==> config.mk <==
export PLATFORM = sky130hd
export DESIGN_NAME = pipeline_hazard_ctrl
export DESIGN_NICKNAME = d
export VERILOG_FILES = /design/src/rtl/pipeline_hazard_ctrl.sv
export SDC_FILE = /design/constraint.sdc
export NUM_CORES = 1
export LEC_CHECK = 0
export CORE_MARGIN = 8
export CORE_UTILIZATION = 49
export DETAILED_ROUTE_END_ITERATION = 6
export PLACE_DENSITY = 0.77
export SYNTH_ARGS = -nofsm -noshare
export SYNTH_HDL_FRONTEND = slang
export SYNTH_SLANG_ARGS = --single-unit
==> constraint.sdc <==
create_clock -name clk -period 2.6 [get_ports clk]
set_input_delay 0.52 -clock clk [delete_from_list [all_inputs] [get_ports clk]]
set_output_delay 0.52 -clock clk [all_outputs]
set_load 0.05 [all_outputs]
==> src/rtl/pipeline_hazard_ctrl.sv <==
`default_nettype none
// ============================================================================
//  Module   : pipeline_hazard_ctrl
//  Purpose  : Hazard controller for a 5-stage in-order pipeline. Detects
//             load-use hazards, squashes wrong-path instructions on EX
//             redirects, freezes the pipe while data memory is busy, halts on
//             a memory timeout and keeps saturating stall/flush counters.
//  Ports    : clk, reset (async, active-low)
//             id_rs1/id_rs2/id_uses_rs1/id_uses_rs2 : ID operand usage
//             ex_rd/ex_mem_read/ex_redirect         : EX instruction info
//             mem_busy                              : data memory not ready
//             clr_counters                          : sync counter clear
//             pc_en..mem_wb_en                      : stage enables (comb)
//             if_id_flush/id_ex_flush               : bubble insertion (comb)
//             state, mem_timeout, stall_count, flush_count : status
//  Revision : 1.0 - initial release
// ============================================================================
module pipeline_hazard_ctrl #(
    parameter int CNT_W       = 16,
    parameter int MEM_TIMEOUT = 255
) (
    input  logic             clk,
    input  logic             reset,
    input  logic [4:0]       id_rs1,
    input  logic [4:0]       id_rs2,
    input  logic             id_uses_rs1,
    input  logic             id_uses_rs2,
    input  logic [4:0]       ex_rd,
    input  logic             ex_mem_read,
    input  logic             ex_redirect,
    input  logic             mem_busy,
    input  logic             clr_counters,
    output logic             pc_en,
    output logic             if_id_en,
    output logic             id_ex_en,
    output logic             ex_mem_en,
    output logic             mem_wb_en,
    output logic             if_id_flush,
    output logic             id_ex_flush,
    output logic [1:0]       state,
    output logic             mem_timeout,
    output logic [CNT_W-1:0] stall_count,
    output logic [CNT_W-1:0] flush_count
);

    typedef enum logic [1:0] {
        ST_RUN        = 2'd0,
        ST_LOAD_STALL = 2'd1,
        ST_MEM_WAIT   = 2'd2,
        ST_HALT       = 2'd3
    } state_e;

    // wait_cnt counts busy edges already spent in MEM_WAIT (entry edge = 1)
    localparam logic [7:0]       C_WAIT_LIMIT = 8'(MEM_TIMEOUT - 1);
    localparam logic [CNT_W-1:0] C_CNT_ONE    = {{(CNT_W-1){1'b0}}, 1'b1};

    state_e           state_q, state_d;
    logic [7:0]       wait_cnt_q, wait_cnt_d;
    logic             mem_timeout_q, mem_timeout_d;
    logic [CNT_W-1:0] stall_count_q, stall_count_d;
    logic [CNT_W-1:0] flush_count_q, flush_count_d;

    logic             w_load_use;
    logic [4:0]       w_en;          // {pc, if_id, id_ex, ex_mem, mem_wb}
    logic             w_if_id_flush;
    logic             w_id_ex_flush;

    // A load to x0 never produces a value, so it can never cause a hazard.
    assign w_load_use = ex_mem_read && (ex_rd != 5'd0) &&
                        ((id_uses_rs1 && (id_rs1 == ex_rd)) ||
                         (id_uses_rs2 && (id_rs2 == ex_rd)));

    always_comb begin
        w_en          = 5'b11111;
        w_if_id_flush = 1'b0;
        w_id_ex_flush = 1'b0;
        state_d       = state_q;
        wait_cnt_d    = wait_cnt_q;
        mem_timeout_d = mem_timeout_q;

        case (state_q)
            ST_RUN, ST_LOAD_STALL, ST_MEM_WAIT: begin
                if (mem_busy) begin
                    w_en = 5'b00000;
                    if (state_q == ST_MEM_WAIT) begin
                        if (wait_cnt_q >= C_WAIT_LIMIT) begin
                            state_d       = ST_HALT;
                            mem_timeout_d = 1'b1;
                        end else begin
                            wait_cnt_d = wait_cnt_q + 8'd1;
                        end
                    end else begin
                        state_d    = ST_MEM_WAIT;
                        wait_cnt_d = 8'd1;
                    end
                end else if (state_q == ST_LOAD_STALL) begin
                    // Bubble already inserted: release without re-evaluating.
                    state_d = ST_RUN;
                end else if (ex_redirect) begin
                    // Redirect outranks load-use: the stalled ID instr is wrong-path.
                    w_if_id_flush = 1'b1;
                    w_id_ex_flush = 1'b1;
                    state_d       = ST_RUN;
                end else if (w_load_use) begin
                    w_en[4]       = 1'b0;
                    w_en[3]       = 1'b0;
                    w_id_ex_flush = 1'b1;
                    state_d       = ST_LOAD_STALL;
                end else begin
                    state_d = ST_RUN;
                end
            end
            default: begin
                w_en = 5'b00000;
            end
        endcase

        // Outputs must be quiet while reset is held, independent of clk.
        if (!reset) begin
            w_en          = 5'b00000;
            w_if_id_flush = 1'b0;
            w_id_ex_flush = 1'b0;
        end
    end

    always_comb begin
        stall_count_d = stall_count_q;
        flush_count_d = flush_count_q;
        if (clr_counters) begin
            stall_count_d = '0;
            flush_count_d = '0;
        end else begin
            if (!w_en[4] && (state_q != ST_HALT) && (stall_count_q != '1)) begin
                stall_count_d = stall_count_q + C_CNT_ONE;
            end
            if (w_if_id_flush && (flush_count_q != '1)) begin
                flush_count_d = flush_count_q + C_CNT_ONE;
            end
        end
    end

    always_ff @(posedge clk or negedge reset) begin
        if (!reset) begin
            state_q       <= ST_RUN;
            wait_cnt_q    <= 8'd0;
            mem_timeout_q <= 1'b0;
            stall_count_q <= '0;
            flush_count_q <= '0;
        end else begin
            state_q       <= state_d;
            wait_cnt_q    <= wait_cnt_d;
            mem_timeout_q <= mem_timeout_d;
            stall_count_q <= stall_count_d;
            flush_count_q <= flush_count_d;
        end
    end

    assign pc_en       = w_en[4];
    assign if_id_en    = w_en[3];
    assign id_ex_en    = w_en[2];
    assign ex_mem_en   = w_en[1];
    assign mem_wb_en   = w_en[0];
    assign if_id_flush = w_if_id_flush;
    assign id_ex_flush = w_id_ex_flush;
    assign state       = state_q;
    assign mem_timeout = mem_timeout_q;
    assign stall_count = stall_count_q;
    assign flush_count = flush_count_q;

endmodule
`default_nettype wire

=== Word level (Yosys, flattened, before mapping) ===
Cells that the tools add are included.

* $add $sub $neg: 3
* Magnitude comparators: 1
* Equality and inequality tests: 9
* Mux-type cells: 30
* Reduce and logical (&&, ||, !) cells: 17

{| class="wikitable"
|+ Operator list
! operator !! count
|-
| $mux 16 || 4
|-
| $add 16x1->16 const B || 2
|-
| $ne 16x16->1 const B || 2
|-
| $mux 8 || 2
|-
| $mux 1 || 14
|-
| $mux 2 || 7
|-
| $eq 5x5->1 || 2
|-
| $mux 5 || 2
|-
| $add 8x1->8 const B || 1
|-
| $ge 8x8->1 const B || 1
|-
| $logic_and 1x1->1 || 7
|-
| $reduce_bool 5->1 || 1
|-
| $ne 2x2->1 const B || 2
|-
| $reduce_and 4->1 || 1
|-
| $reduce_bool 2->1 || 2
|-
| $mux 3 || 1
|-
| $ne 3x2->1 const B || 1
|-
| $reduce_and 3->1 || 1
|-
| $reduce_or 3->1 || 1
|-
| $eq 2x1->1 const B || 1
|-
| $eq 2x2->1 const B || 1
|-
| $logic_not 2->1 || 1
|-
| $reduce_and 2->1 || 1
|-
| $logic_not 1->1 || 1
|-
| $logic_or 1x1->1 || 1
|}

* Register bits: 43
* Input bits: 23
* Output and inout port bits: 42
* Word-level logic and storage cells: 65

=== Longest topological paths before layout ===
* Word-level depth: 15
* Depth in mapped cells: 9
* Depth with buffers taken out: 8

=== Worst setup path after synthesis ===
Ideal clock, no wire load.

* Path type: reg2out
* Start: register state_q[1], in the netlist state[1]
* End: output port pc_en
* Data arrival time: 2.596 ns
* Data required time: 2.080 ns
* Path slack: -0.516 ns
* Stages on the path, launching flop included: 5
* Path buffers: 2
* Cells stage by stage: dfrtp_1 > clkbuf_1 > a21oi_1 > o21a_1 > buf_4

* Cells in the longest elaborated chain, start to end: 5
* Elaborated cells on any way between the ends: 8
* Classes of those cells: 2 x eq/ne; 4 x mux; 2 x reduce/logical

{| class="wikitable"
|+ Ends and longest elaborated chain
! item !! line !! RTL
|-
| start, declared || 57 || <nowiki>state_e state_q, state_d;</nowiki>
|-
| start signal, assigned || 150 || <nowiki>state_q <= state_d;</nowiki>
|-
| $eq 2x1->1 || 81, 96 ||
|-
| $mux 2 || 96 || <nowiki>end else if (state_q == ST_LOAD_STALL) begin</nowiki>
|-
| $mux 2 || 83 || <nowiki>if (mem_busy) begin</nowiki>
|-
| $mux 5 * || 81 || <nowiki>case (state_q)</nowiki>
|-
| $mux 5 * || 119 || <nowiki>if (!reset) begin</nowiki>
|-
| end, declared || 33 || <nowiki>output logic pc_en,</nowiki>
|}

Mark *: on every way between the ends. The rest lies on a longest branch, timed or not.

=== Worst setup path after layout ===
* Start: input port id_rs2[3]
* End: output port id_ex_flush

* Cells in the longest elaborated chain, start to end: 10

{| class="wikitable"
|+ Ends and longest elaborated chain
! item !! line !! RTL
|-
| start, declared || 25 || <nowiki>input logic [4:0] id_rs2,</nowiki>
|-
| $eq 5x5->1 || 71 || <nowiki>(id_uses_rs2 && (id_rs2 == ex_rd)));</nowiki>
|-
| $logic_and 1x1->1 || 71 ||
|-
| $logic_or 1x1->1 || 70 || <nowiki>((id_uses_rs1 && (id_rs1 == ex_rd)) ||</nowiki>
|-
| $logic_and 1x1->1 || 69 || <nowiki>assign w_load_use = ex_mem_read && (ex_rd != 5'd0) &&</nowiki>
|-
| $mux 1 || 104 || <nowiki>end else if (w_load_use) begin</nowiki>
|-
| $mux 1 || 99 || <nowiki>end else if (ex_redirect) begin</nowiki>
|-
| $mux 1 || 96 ||
|-
| $mux 1 || 83 ||
|-
| $mux 1 || 81 ||
|-
| $mux 1 || 119 ||
|-
| end, declared || 39 || <nowiki>output logic id_ex_flush,</nowiki>
|}

No other way between the ends.

==> out/results.tsv <==
metric	value	unit
yosys warns	0	
R2R Path Start	stall_count[0]$_DFFE_PN0P_	
Detail Placement HPWL	4670	um
Area Growth Syn to Fin	38.0	%
Leak Pwr	1.42	nW
Worst-Margin Slew	0.693	ns
Die Wd	87.2	um
P_sw	0.255	mW
Worst path top cell family by delay	buffers and inverters	
Critical Path Source Type	primary input	
CP Capture Point	id_ex_flush	
total gr overflow	0	
Mapped Nets	296	
CP max FO	2	
Non-Filler Instances	412	
DP Area	3330	um2
fillers	431	
Area contributors post-synth	dfrtp_1, xnor2_1, a21oi_1, or3_1, nand2_1	
multi-input logic area	1330	um2
f_max	393	MHz
Data arrival, critical path	2.03	ns
number of max-cap violations	0	
Port Buffers	64	
clock tree root buffer cell	clkbuf_8	
Int Power	0.892	mW
Seq pwr share	58.3	%
slowest stage delay, CP	0.47	ns
dpl ws	-0.224	ns
switching portion of total power	22.3	%
Synth cell types	45	
Max transition margin	53.3	%
initial antenna violation count	0	
vias in the first global route	2250	
Mean Syn Cell Area	9.24	um2
fin crit share	98.0	%
Critical-path top delay cell	clkdlybuf4s50_1	
antenna diode count	0	
First DRT Iteration DRCs	132	
R2R depth	8	
crit path kind	primary input to output port	
Synth top area share	43.3	%
global-route wire length before repair	10500	um
cell count after synthesis	269	
Synth Register Bits	43	
Post-CTS Hold Fix Bufs	0	
GPL Wtd Cong	0.803	
Die Y-Extent	87.2	um
# IOs	65	
pwr dens	335	nW/um2
Starting Density	49.6	%
final wirelength	6140	um
crit path cell chain	clkdlybuf4s50_1 -> xnor2_1 -> nand2_1 -> o22ai_2 -> nand2b_4 -> buf_4 -> a211oi_4 -> buf_12	
final setup vio count	0	
status	completed	
Clk pwr share	33.6	%
area leader, netlist	dfrtp_1	
Nets	370	
worst flop-to-flop path endpoint	stall_count[5]$_DFFE_PN0P_	
final hold slack	0.251	ns
CTS clk-pin slew, worst paths	0.07	ns
post-DR vias/cell	5.53	
DR vias	2279	
Worst Setup SP	id_rs2[3]	
core footprint	5010	um2
main flop type after synthesis	dfrtp_1	
Total Power	1.15	mW
drt pass-1 iters	4	
antenna-violating nets left	0	
count leader, synth	dfrtp_1	
CTS tree	built	
layout cell share with drive strength beyond 1	13.7	%
# rows	26	
R2R setup slack	0.25	ns
die area	7610	um2
CP Depth	8	
Post-synth EDFFs	0	
Peak VDD IR	0.000166	V
Hold Path Class	primary input to async pin	
Total GRT Usage	17.1	%
Num CTS Buffers	5	
WP data required	2.08	ns
post-synthesis sequential area ratio	43.3	%
largest net degree at the start of global routing	33	
max-slew violations	0	
endpoints failing hold	0	
Longest Clk Path Bufs	2	
mean routed wirelength per cell	14.9	um
final worst-path setup slack	0.0525	ns
clk_skew	0.00399	ns
Buffers & Inverters on Critical Path	3	
clock insertion delay at the later pin of the skew report	0.29	ns
Tmin final	2.55	ns
H-Tree Depth	2	
Async S/R FF share, synth	100	%
Worst Setup End Kind	output port	
fin area	3430	um2
synthesized cell area	2480	um2
Reg area	1080	um2
Remaining DRCs	0	
most frequent cells after synthesis	dfrtp_1, nand2_1, nor2_1	
Logic pwr share	8.2	%
dpl cells	405	
clk sink count	43	
## state kept, by name, summed over array words and instances, names as in the netlist
register     flops
flush_count     16
mem_timeout      1
wait_cnt_q       8
state            2
stall_count     16
## cells by family after synthesis
family | synth area share [%]
DFF | 43.3
adders and majority gates | 2.01
xor gates and xnor gates | 9.16
buffers and inverters | 4.68
muxes | 0.806
and+or+nand+nor | 25.2
AOI/OAI and AO/OA | 14.8
## placed cells by master, fill, tap and decap left out, types with 8 or more instances in the layout
master | netlist | final
xnor2_1 | 19 | 19
a21oi_1 | 19 | 18
nand2_1 | 24 | 24
nand3_1 | 16 | 16
dfrtp_1 | 43 | 43
o21ai_1 | 11 | 10
clkdlybuf4s50_1 | 0 | 42
o21ai_0 | 10 | 10
buf_12 | 0 | 8
or3_1 | 15 | 15
inv_1 | 8 | 8
buf_4 | 4 | 15
nor2_1 | 23 | 23
## per-layer routing
| metal | track usage [%] | up-vias | wire [um] |
|---|---|---|---|
| li1 | - | 1117 | - |
| met1 | 19.8 | 1087 | 2640 |
| met2 | 29.1 | 69 | 3020 |
| met3 | 5.94 | 6 | 440 |
| met4 | 4.22 | 0 | 49 |
| met5 | 0 | - | 0 |
## power by group through the flow
| stage | sequential [mW] | combinational, mW | clock [mW] |
|---|---|---|---|
| after floorplan | 0.682 | 0.0303 | 0 |
| after global placement | 0.681 | 0.0944 | 0 |
| after detailed placement | 0.681 | 0.0966 | 0 |
| after CTS | 0.668 | 0.0961 | 0.398 |
| after global routing | 0.668 | 0.103 | 0.425 |
| final | 0.668 | 0.0936 | 0.385 |
## area by class of cell
type / instances / share of cell area [%]
inverter: 8 / 0.876
multi-input combinational: 205 / 38.8
timing repair buffer: 80 / 24.3
clock buffer: 6 / 2.12
sequential: 43 / 31.4
tap: 70 / 2.55
## metrics by stage
step | TNS (ns) | util (%)
global placement | -0.393 | 66.4
floorplan | -0.152 | -
CTS | 0 | 68.2
global route | -0.00938 | 68.5
detailed placement | -0.689 | 66.4
finish | 0 | 68.5
## worst min path at each step
stage,to,cells after the start,from,slack [ns]
2_1_floorplan,flush_count[0]$_DFFE_PN0P_,0,reset,0.22
3_3_place_gp,mem_timeout$_DFFE_PN0P_,1,mem_timeout$_DFFE_PN0P_,0.48
3_5_place_dp,mem_timeout$_DFFE_PN0P_,1,mem_timeout$_DFFE_PN0P_,0.48
4_1_cts,flush_count[7]$_DFFE_PN0P_,2,reset,0.25
5_1_grt,stall_count[4]$_DFFE_PN0P_,2,reset,0.27
6_report,stall_count[4]$_DFFE_PN0P_,2,reset,0.25
## what timing repair did
action | in CTS | in global routing
setup endpoints to repair | 3 | 1
setup buffers | 0 | 1
pin swaps | 6 | 7
resized for setup | 15 | 9
Power figures use the tool's default switching activity.
